$ cat src/rtl/rt_mon_pkg.sv
// Shared types, violation codes and the cause-priority helper for rt_get_monitor.
package rt_mon_pkg;

    typedef enum logic [1:0] {
        ST_IDLE     = 2'd0,
        ST_WAIT     = 2'd1,
        ST_COOLDOWN = 2'd2,
        ST_FAIL     = 2'd3
    } rt_mon_state_t;

    typedef logic [2:0] viol_code_t;

    localparam viol_code_t VIOL_NONE    = 3'd0;
    localparam viol_code_t VIOL_ERROR   = 3'd1;
    localparam viol_code_t VIOL_TIMEOUT = 3'd2;
    localparam viol_code_t VIOL_GAP     = 3'd3;
    localparam viol_code_t VIOL_OVER    = 3'd4;

    // Only the highest-priority cause is latched when several coincide.
    function automatic viol_code_t viol_pick(input logic err, input logic over,
                                             input logic tmo, input logic gap);
        viol_code_t code;
        code = VIOL_NONE;
        if (err) begin
            code = VIOL_ERROR;
        end else if (over) begin
            code = VIOL_OVER;
        end else if (tmo) begin
            code = VIOL_TIMEOUT;
        end else if (gap) begin
            code = VIOL_GAP;
        end
        return code;
    endfunction

endpackage

$ cat src/rtl/rt_mon_timer.sv
// Loadable down-counter that holds at zero; zero flags the expired state.
module rt_mon_timer #(
    parameter int W = 3
) (
    input  logic         clk,
    input  logic         rst,
    input  logic         load,
    input  logic         dec,
    input  logic [W-1:0] value,
    output logic         zero
);

    logic [W-1:0] cnt_q, cnt_d;

    always_comb begin
        cnt_d = cnt_q;
        if (load) begin
            cnt_d = value;
        end else if (dec && (cnt_q != '0)) begin
            cnt_d = cnt_q - 1'b1;
        end
    end

    always_ff @(posedge clk) begin
        if (rst) begin
            cnt_q <= '0;
        end else begin
            cnt_q <= cnt_d;
        end
    end

    assign zero = (cnt_q == '0);

endmodule

$ cat src/rtl/rt_get_monitor.sv
// Bounded-response monitor for rt_get/response/error with a sticky encoded violation.
// Define RT_MON_GAP_CHECK_EN to add the post-grant cooldown and the GAP violation.
module rt_get_monitor #(
    parameter int MAX_LATENCY = 4,
    parameter int BUDGET      = 3,
    parameter int MIN_GAP     = 2,
    parameter int CNT_W       = 4
) (
    input  logic             clk,
    input  logic             rst,
    input  logic             rt_get,
    input  logic             response,
    input  logic             error,
    output logic             pending,
    output logic [CNT_W-1:0] grants,
    output logic             budget_exhausted,
    output logic             rt_expire,
    output logic             violation,
    output logic [2:0]       viol_code
);
    import rt_mon_pkg::*;

    localparam int TMAX = (MAX_LATENCY > MIN_GAP) ? MAX_LATENCY : MIN_GAP;
    localparam int TW   = $clog2(TMAX + 1);
    localparam logic [TW-1:0]    LAT_INIT = TW'(MAX_LATENCY - 1);
    localparam logic [CNT_W-1:0] BUDGET_C = CNT_W'(BUDGET);

    rt_mon_state_t    state_q, state_d;
    logic [CNT_W-1:0] grants_q, grants_d;
    logic             pending_q, pending_d;
    logic             exhausted_q, exhausted_d;
    logic             expire_q, expire_d;
    logic             violation_q, violation_d;
    viol_code_t       code_q, code_d;

    logic lat_load, lat_dec, lat_zero;
    logic err_c, over_c, tmo_c, gap_c, grant_c, fail_c;

    function automatic logic [CNT_W-1:0] sat_inc(input logic [CNT_W-1:0] x);
        return (x >= BUDGET_C) ? BUDGET_C : x + 1'b1;
    endfunction

    assign lat_dec = (state_q == ST_WAIT);

    rt_mon_timer #(.W(TW)) u_lat_timer (
        .clk   (clk),
        .rst   (rst),
        .load  (lat_load),
        .dec   (lat_dec),
        .value (LAT_INIT),
        .zero  (lat_zero)
    );

`ifdef RT_MON_GAP_CHECK_EN
    localparam logic [TW-1:0] GAP_INIT = TW'(MIN_GAP - 1);

    logic gap_load, gap_dec, gap_zero;

    assign gap_dec = (state_q == ST_COOLDOWN);

    rt_mon_timer #(.W(TW)) u_gap_timer (
        .clk   (clk),
        .rst   (rst),
        .load  (gap_load),
        .dec   (gap_dec),
        .value (GAP_INIT),
        .zero  (gap_zero)
    );
`endif

    always_comb begin
        state_d     = state_q;
        grants_d    = grants_q;
        violation_d = violation_q;
        code_d      = code_q;
        expire_d    = 1'b0;
        lat_load    = 1'b0;
        tmo_c       = 1'b0;
        gap_c       = 1'b0;
        grant_c     = 1'b0;
`ifdef RT_MON_GAP_CHECK_EN
        gap_load    = 1'b0;
`endif
        case (state_q)
            ST_IDLE: begin
                if (rt_get && response) begin
                    grant_c = 1'b1;
                end else if (rt_get) begin
                    state_d  = ST_WAIT;
                    lat_load = 1'b1;
                end
            end
            ST_WAIT: begin
                // A response on the zero cycle is still on time.
                if (response) begin
                    grant_c = 1'b1;
                end else if (lat_zero) begin
                    tmo_c    = 1'b1;
                    expire_d = 1'b1;
                end
            end
`ifdef RT_MON_GAP_CHECK_EN
            ST_COOLDOWN: begin
                if (rt_get) begin
                    gap_c = 1'b1;
                end else if (gap_zero) begin
                    state_d = ST_IDLE;
                end
            end
`endif
            default: ;
        endcase

        err_c  = error && (state_q != ST_FAIL);
        over_c = grant_c && (grants_q == BUDGET_C);
        fail_c = err_c || over_c || tmo_c || gap_c;

        if (fail_c) begin
            state_d     = ST_FAIL;
            violation_d = 1'b1;
            code_d      = viol_pick(err_c, over_c, tmo_c, gap_c);
        end else if (grant_c) begin
            grants_d = sat_inc(grants_q);
`ifdef RT_MON_GAP_CHECK_EN
            state_d  = ST_COOLDOWN;
            gap_load = 1'b1;
`else
            state_d  = ST_IDLE;
`endif
        end

        pending_d   = (state_d == ST_WAIT);
        exhausted_d = (grants_d == BUDGET_C);
    end

    always_ff @(posedge clk) begin
        if (rst) begin
            state_q     <= ST_IDLE;
            grants_q    <= '0;
            pending_q   <= 1'b0;
            exhausted_q <= 1'b0;
            expire_q    <= 1'b0;
            violation_q <= 1'b0;
            code_q      <= VIOL_NONE;
        end else begin
            state_q     <= state_d;
            grants_q    <= grants_d;
            pending_q   <= pending_d;
            exhausted_q <= exhausted_d;
            expire_q    <= expire_d;
            violation_q <= violation_d;
            code_q      <= code_d;
        end
    end

    assign pending          = pending_q;
    assign grants           = grants_q;
    assign budget_exhausted = exhausted_q;
    assign rt_expire        = expire_q;
    assign violation        = violation_q;
    assign viol_code        = code_q;

endmodule

$ cat config.mk
export PLATFORM = sky130hd
export DESIGN_NAME = rt_get_monitor
export DESIGN_NICKNAME = d
export VERILOG_FILES = /design/src/rtl/rt_mon_pkg.sv /design/src/rtl/rt_mon_timer.sv /design/src/rtl/rt_get_monitor.sv
export SDC_FILE = /design/constraint.sdc
export NUM_CORES = 1
export LEC_CHECK = 0
export ABC_AREA = 1
export BUFFER_PORTS_ARGS = -buffer_cell sky130_fd_sc_hd__buf_2
export CAP_MARGIN = 20
export CORE_UTILIZATION = 40
export DETAILED_ROUTE_END_ITERATION = 16
export GPL_TIMING_DRIVEN = 0
export HOLD_SLACK_MARGIN = 0.06
export PLACE_DENSITY = 0.72
export REMOVE_ABC_BUFFERS = 1
export SLEW_MARGIN = 20
export SYNTH_ARGS = -nofsm -noshare
export SYNTH_HDL_FRONTEND = slang
export SYNTH_SLANG_ARGS = --single-unit
$ cat constraint.sdc
create_clock -name clk -period 3.7 [get_ports clk]
set_input_delay 0.74 -clock clk [delete_from_list [all_inputs] [get_ports clk]]
set_output_delay 0.74 -clock clk [all_outputs]
set_load 0.02 [all_outputs]
# Word-level counts from Yosys, hierarchy flattened
# Cells that the tools add are included.
dict set report totals {
  elab_cells 50
  register_bits 16
  in_bits 5
}
dict set report op_classes {
  n_lt_le_gt_ge 1
  mux 22
  eq_ne 5
  n_reduce_logical 11
  add_sub_neg 2
}
# operator count
set op_table {}
lappend op_table {{2-bit two-way mux} 8}
lappend op_table {{4-bit two-way mux} 3}
lappend op_table {{4-bit by 2-bit == test with 1-bit output (second input constant)} 2}
lappend op_table {{1-bit two-way mux} 8}
lappend op_table {{3-bit two-way mux} 2}
lappend op_table {{4-bit by 1-bit adder with 4-bit output (second input constant)} 1}
lappend op_table {{2-bit by 1-bit == test with 1-bit output (second input constant)} 2}
lappend op_table {{4-bit by 2-bit >= comparator with 1-bit output (second input constant)} 1}
lappend op_table {{1-bit logical AND} 4}
lappend op_table {{3-bit logical NOT} 1}
lappend op_table {{3-bit nonzero test} 1}
lappend op_table {{3-bit by 1-bit subtractor with 3-bit output (second input constant)} 1}
lappend op_table {{2-bit logical NOT} 1}
lappend op_table {{1-bit logical OR} 2}
lappend op_table {{2-bit inequality test (second input constant)} 1}
lappend op_table {{1-bit one-hot mux with 2 select lines} 1}
lappend op_table {{2-bit nonzero test} 1}
lappend op_table {{2-bit OR reduction} 1}

# Depth between registers and ports, before layout
dict set report depth {
  word_depth 8
  depth_mapped 10
  mapped_depth_nobuf 10
}

# Modules after synthesis
# A second synthesis with hierarchy kept.
dict set report hier_totals {
  hier_cells 128
  area_unflattened_um2 838.3
}
# mod cells_per_inst seq_area_each_um2 instances area_each_um2
set by_module_without_submodules {}
lappend by_module_without_submodules {rt_get_monitor 94 260.2 1 636.9}
lappend by_module_without_submodules {rt_mon_timer 34 60.1 1 201.4}

# Worst setup path after synthesis
# Ideal clock, no wire load.
dict set report synth_path {
  kind {input port to flip-flop}
  start {in response}
  end {reg code_q[1], in the netlist viol_code[1]}
  arrival_ps 1335
  path_slack_ps 2237
  n_path_buf 0
  t_required_ps 3572
  path_stages 7
  setup_ps 128
  path_cell_list {nand2_2 nor2_4 nand2_4 nand3_4 inv_1 a22oi_1 nor2_1}
}
dict set report synth_via {
  elab_chain_cells 6
}
# item line
set synth_rtl {}
lappend synth_rtl {{start, declared} rt_get_monitor.sv:12} ;# input logic response,
lappend synth_rtl {{1-bit logical AND} rt_get_monitor.sv:86} ;# if (rt_get && response) begin
lappend synth_rtl {{1-bit two-way mux} rt_get_monitor.sv:86}
lappend synth_rtl {{1-bit one-hot mux with 2 select lines} rt_get_monitor.sv:84} ;# case (state_q)
lappend synth_rtl {{1-bit logical AND} rt_get_monitor.sv:115} ;# over_c = grant_c && (grants_q == BUDGET_C);
lappend synth_rtl {{3-bit two-way mux / 1-bit logical OR (equally long branches)} {rt_mon_pkg.sv:26, rt_get_monitor.sv:116}}
lappend synth_rtl {{3-bit two-way mux / 1-bit logical OR (equally long branches)} {rt_mon_pkg.sv:24, rt_get_monitor.sv:116}}
lappend synth_rtl {{end signal, assigned} rt_get_monitor.sv:152} ;# code_q <= code_d;
lappend synth_rtl {{end, declared} rt_get_monitor.sv:34} ;# viol_code_t code_q, code_d;
# Parallel ways exist; a longest one is shown, timed or not.
# A chain may end at the register's enable or synchronous reset.

# Final worst setup path
dict set report layout_path {
  start {reg grants_q[0], in the netlist grants[0]}
  end {out grants[0]}
}
# item line
set layout_lines {}
lappend layout_lines {{start, declared} rt_get_monitor.sv:29} ;# logic [CNT_W-1:0] grants_q, grants_d;
lappend layout_lines {{start signal, assigned} rt_get_monitor.sv:147} ;# grants_q <= grants_d;
lappend layout_lines {{end, declared} rt_get_monitor.sv:15} ;# output logic [CNT_W-1:0] grants,
# No word-level cell between the ends.

==> summary.md <==
| Metric | Value |
|---|---|
| Outcome | `completed` |
| #FFs+latches synth | `16` |
| Type of origin of the critical path | `register` |
| Yosys cell types | `20` |
| CTS root buffer | `clkbuf_4` |
| Num CTS Buffers | `3` |
| CTS tree | `yes` |
| Critical path class | `reg2out` |
| Combinational share of power | `0.211` |
| Design area | `890 sq um` |
| Worst hold-check path type | `reg2reg` |
| Switch Pwr | `108 uW` |
| Pwr dens | `398 nW/um^2` |
| CP cell instances | `buf_2` |
| Cts repair resizes | `0` |
| Buf/Inv on CP | `1` |
| DRT antenna net count | `0` |
| R2r startpoint | `u_lat_timer.cnt_q[0]$_SDFFE_PP0P_` |
| Number of inserted diodes | `0` |
| Rows | `15` |
| Horiz. Die Dim | `45.8 um` |
| Clock Pin Slew Worst Setup and Hold Paths | `80 ps` |
| Max Clock Freq | `0.605 GHz` |
| R2r endpoint | `viol_code[1]$_SDFFE_PP0P_` |
| Reg2Reg Depth | `9` |
| Clock buffer depth | `2` |
| Slew margin rel. | `0.804` |
| Hold_buf cts | `0` |
| Critical-path top delay cell | `dfxtp_1` |
| Sequential area share after synthesis | `0.417` |
| Leak | `0.458 nW` |
| Critical Path RT | `about 3000 ps` |
| P_int | `246 uW` |
| Crit path capture type | `primary output` |
| RSZ-0062 raised after global routing | `no` |
| Clock Power Share | `0.256` |
| Post-Syn Area | `around 770 sq um` |
| Max stage delay on crit path | `420 ps` |
| Pre-Repair DR Iteration Count | `4` |
| Grt ovf | `0` |
| R2R Setup Slk | `2300 ps` |
| CORE AREA | `1760 sq um` |
| Buffer count from post-CTS setup fixing | `0` |
| Syn_area_per_cell | `7.46 sq um` |
| Top delay family on crit path | `flip-flops` |
| Drt via density | `4.81` |
| Wirelength per Cell | `9.77 um` |
| Sequential Power Share | `0.533` |
| Port bufs | `15` |
| WP data arrival | `910 ps` |
| Fin Hold WS | `471 ps` |
| H-tree depth | `1` |
| CP max FO | `5` |
| Most frequent cells in the layout | `nand2_1 (19), dfxtp_1 (16), buf_2 (15)` |
| Crit path to | `grants[0]` |
| # setup viols final | `0` |
| Final WL | `1410 um` |
| Clk Latency, worst-skew pair | `290 ps` |
| Initial Utilization | `0.435` |
| Switching share of power | `0.305` |
| CP startpoint | `grants[0]$_SDFF_PP0_` |
| IO Pins | `16` |
| Die Footprint | `around 2100 sq um` |
| GP Congestion | `0.731` |
| # clock sinks | `16` |
| Fin crit share | `0.447` |
| Vias post-DR | `692` |
| Vias in the first global route | `628` |
| CP Depth | `1` |
| Cells after Synth | `103` |
| Worst Tran Pin Value | `roughly 290 ps` |
| Share of layout cells above drive strength 1 | `0.261` |
| Final HPWL DP | `1080 um` |
| Fin. max-slew vios | `0` |
| Synth-to-layout area growth | `15.8%` |
| First-pass GRT wire length | `between 2000 and 2500 um` |
| Fin crit period | `1650 ps` |
| Largest net degree at the start of global routing | `17` |
| Worst vdd ir | `183 uV` |
| Die height | `45.8 um` |
| Drt first-iter violations | `16` |
| Final net count | `129` |
| Commonest non-fill, non-tap cell in the layout | `nand2_1` |
| Placed inst area | `between 800 and 900 sq um` |
| Setup Skew | `1.04 ps` |
| Max cap viols | `0` |
| Initial antenna violation count | `0` |
| Global Route Usage Sum | `0.163` |
| Drt drc | `0` |
| Yosys warns | `0` |
| Fin. Hold Viols | `0` |
| Setup TNS | `0 ps` |
==> logic make-up after synthesis <==
family,count (synthesis),share of synthesized area
and+or+nand+nor,54,0.355
xor gates and xnor gates,1,0.0114
AOI/OAI and AO/OA,12,0.0847
adders and majority gates,3,0.0489
buffers and inverters,17,0.0831
DFF,16,0.417
==> through the flow <==
step	cells	total power [mW]	worst slack [ps]	utilization
floorplan	101	0.248	2250	-
global placement	141	0.264	2020	0.491
detailed placement	141	0.268	2000	0.491
CTS	144	0.357	2050	0.504
global route	144	0.375	2020	0.504
finish	144	0.354	2050	0.504
==> worst reg2reg max path: cells and delay by family, from the launching register on <==
| family | cells | cell delay [ps] |
|---|---|---|
| simple gates | 5 | 470 |
| flops | 1 | 330 |
| buf+inv | 2 | 180 |
| fa+ha+maj | 1 | 170 |
| compound gates | 1 | 140 |
==> power groups by stage <==
stage | clock network (mW) | logic (mW) | registers (mW)
3_5_place_dp | 0 | 0.0749 | 0.193
2_1_floorplan | 0 | 0.0500 | 0.198
5_1_grt | 0.100 | 0.0847 | 0.191
3_3_place_gp | 0 | 0.0719 | 0.192
6_report | 0.0908 | 0.0747 | 0.189
4_1_cts | 0.0931 | 0.0750 | 0.189
==> sequential cells by signal, indices dropped and copies added (netlist names) <==
signal	flops
pending	1
state_q	2
violation	1
viol_code	3
budget_exhausted	1
rt_expire	1
grants	4
u_lat_timer.cnt_q	3
==> synthesized netlist by cell type <==
library cell,instances,area share
a211oi_1,1,0.0098
a21oi_1,7,0.046
a22oi_1,1,0.0098
clkbuf_1,2,0.0098
dfxtp_1,16,0.42
ha_1,3,0.049
inv_1,13,0.064
inv_2,2,0.0098
nand2_1,19,0.093
nand2_2,4,0.033
nand2_4,2,0.029
nand3_1,7,0.046
nand3_4,1,0.023
nand4_1,2,0.016
nor2_1,13,0.064
nor2_2,3,0.024
nor2_4,1,0.015
nor3_1,2,0.013
o21ai_0,3,0.020
xor2_1,1,0.011
==> cell type report <==
type	instances	area, sq um
repair buffers	15	75.1
fillers	189	875
multi-input cells	70	384
inverters	15	56.3
well taps	25	31.3
clock buffers	3	22.5
flip-flops and latches	16	320
==> layer usage <==
| layer | vias up | track usage | part of all wire |
|---|---|---|---|
| li1 | 362 | - | - |
| met1 | 307 | 0.198 | 0.48 |
| met2 | 21 | 0.266 | 0.46 |
| met3 | 2 | 0.0278 | 0.047 |
| met4 | 0 | 0.100 | 0.015 |
| met5 | - | 0 | 0 |
==> worst min-delay path by stage <==
stage                                           start                                 to  slack (ps)  depth (start not counted)
floorplan           u_lat_timer.cnt_q[1]$_SDFFE_PP0P_  u_lat_timer.cnt_q[1]$_SDFFE_PP0P_         450                          2
global placement               violation$_SDFFE_PP0P_             violation$_SDFFE_PP0P_         450                          2
detailed placement          viol_code[0]$_SDFFE_PP0P_          viol_code[0]$_SDFFE_PP0P_         460                          2
CTS                         viol_code[0]$_SDFFE_PP0P_          viol_code[0]$_SDFFE_PP0P_         470                          2
global route                viol_code[2]$_SDFFE_PP0P_          viol_code[2]$_SDFFE_PP0P_         500                          2
finish                      viol_code[0]$_SDFFE_PP0P_          viol_code[0]$_SDFFE_PP0P_         470                          2
Note: power is estimated with default switching activity, not from simulation.
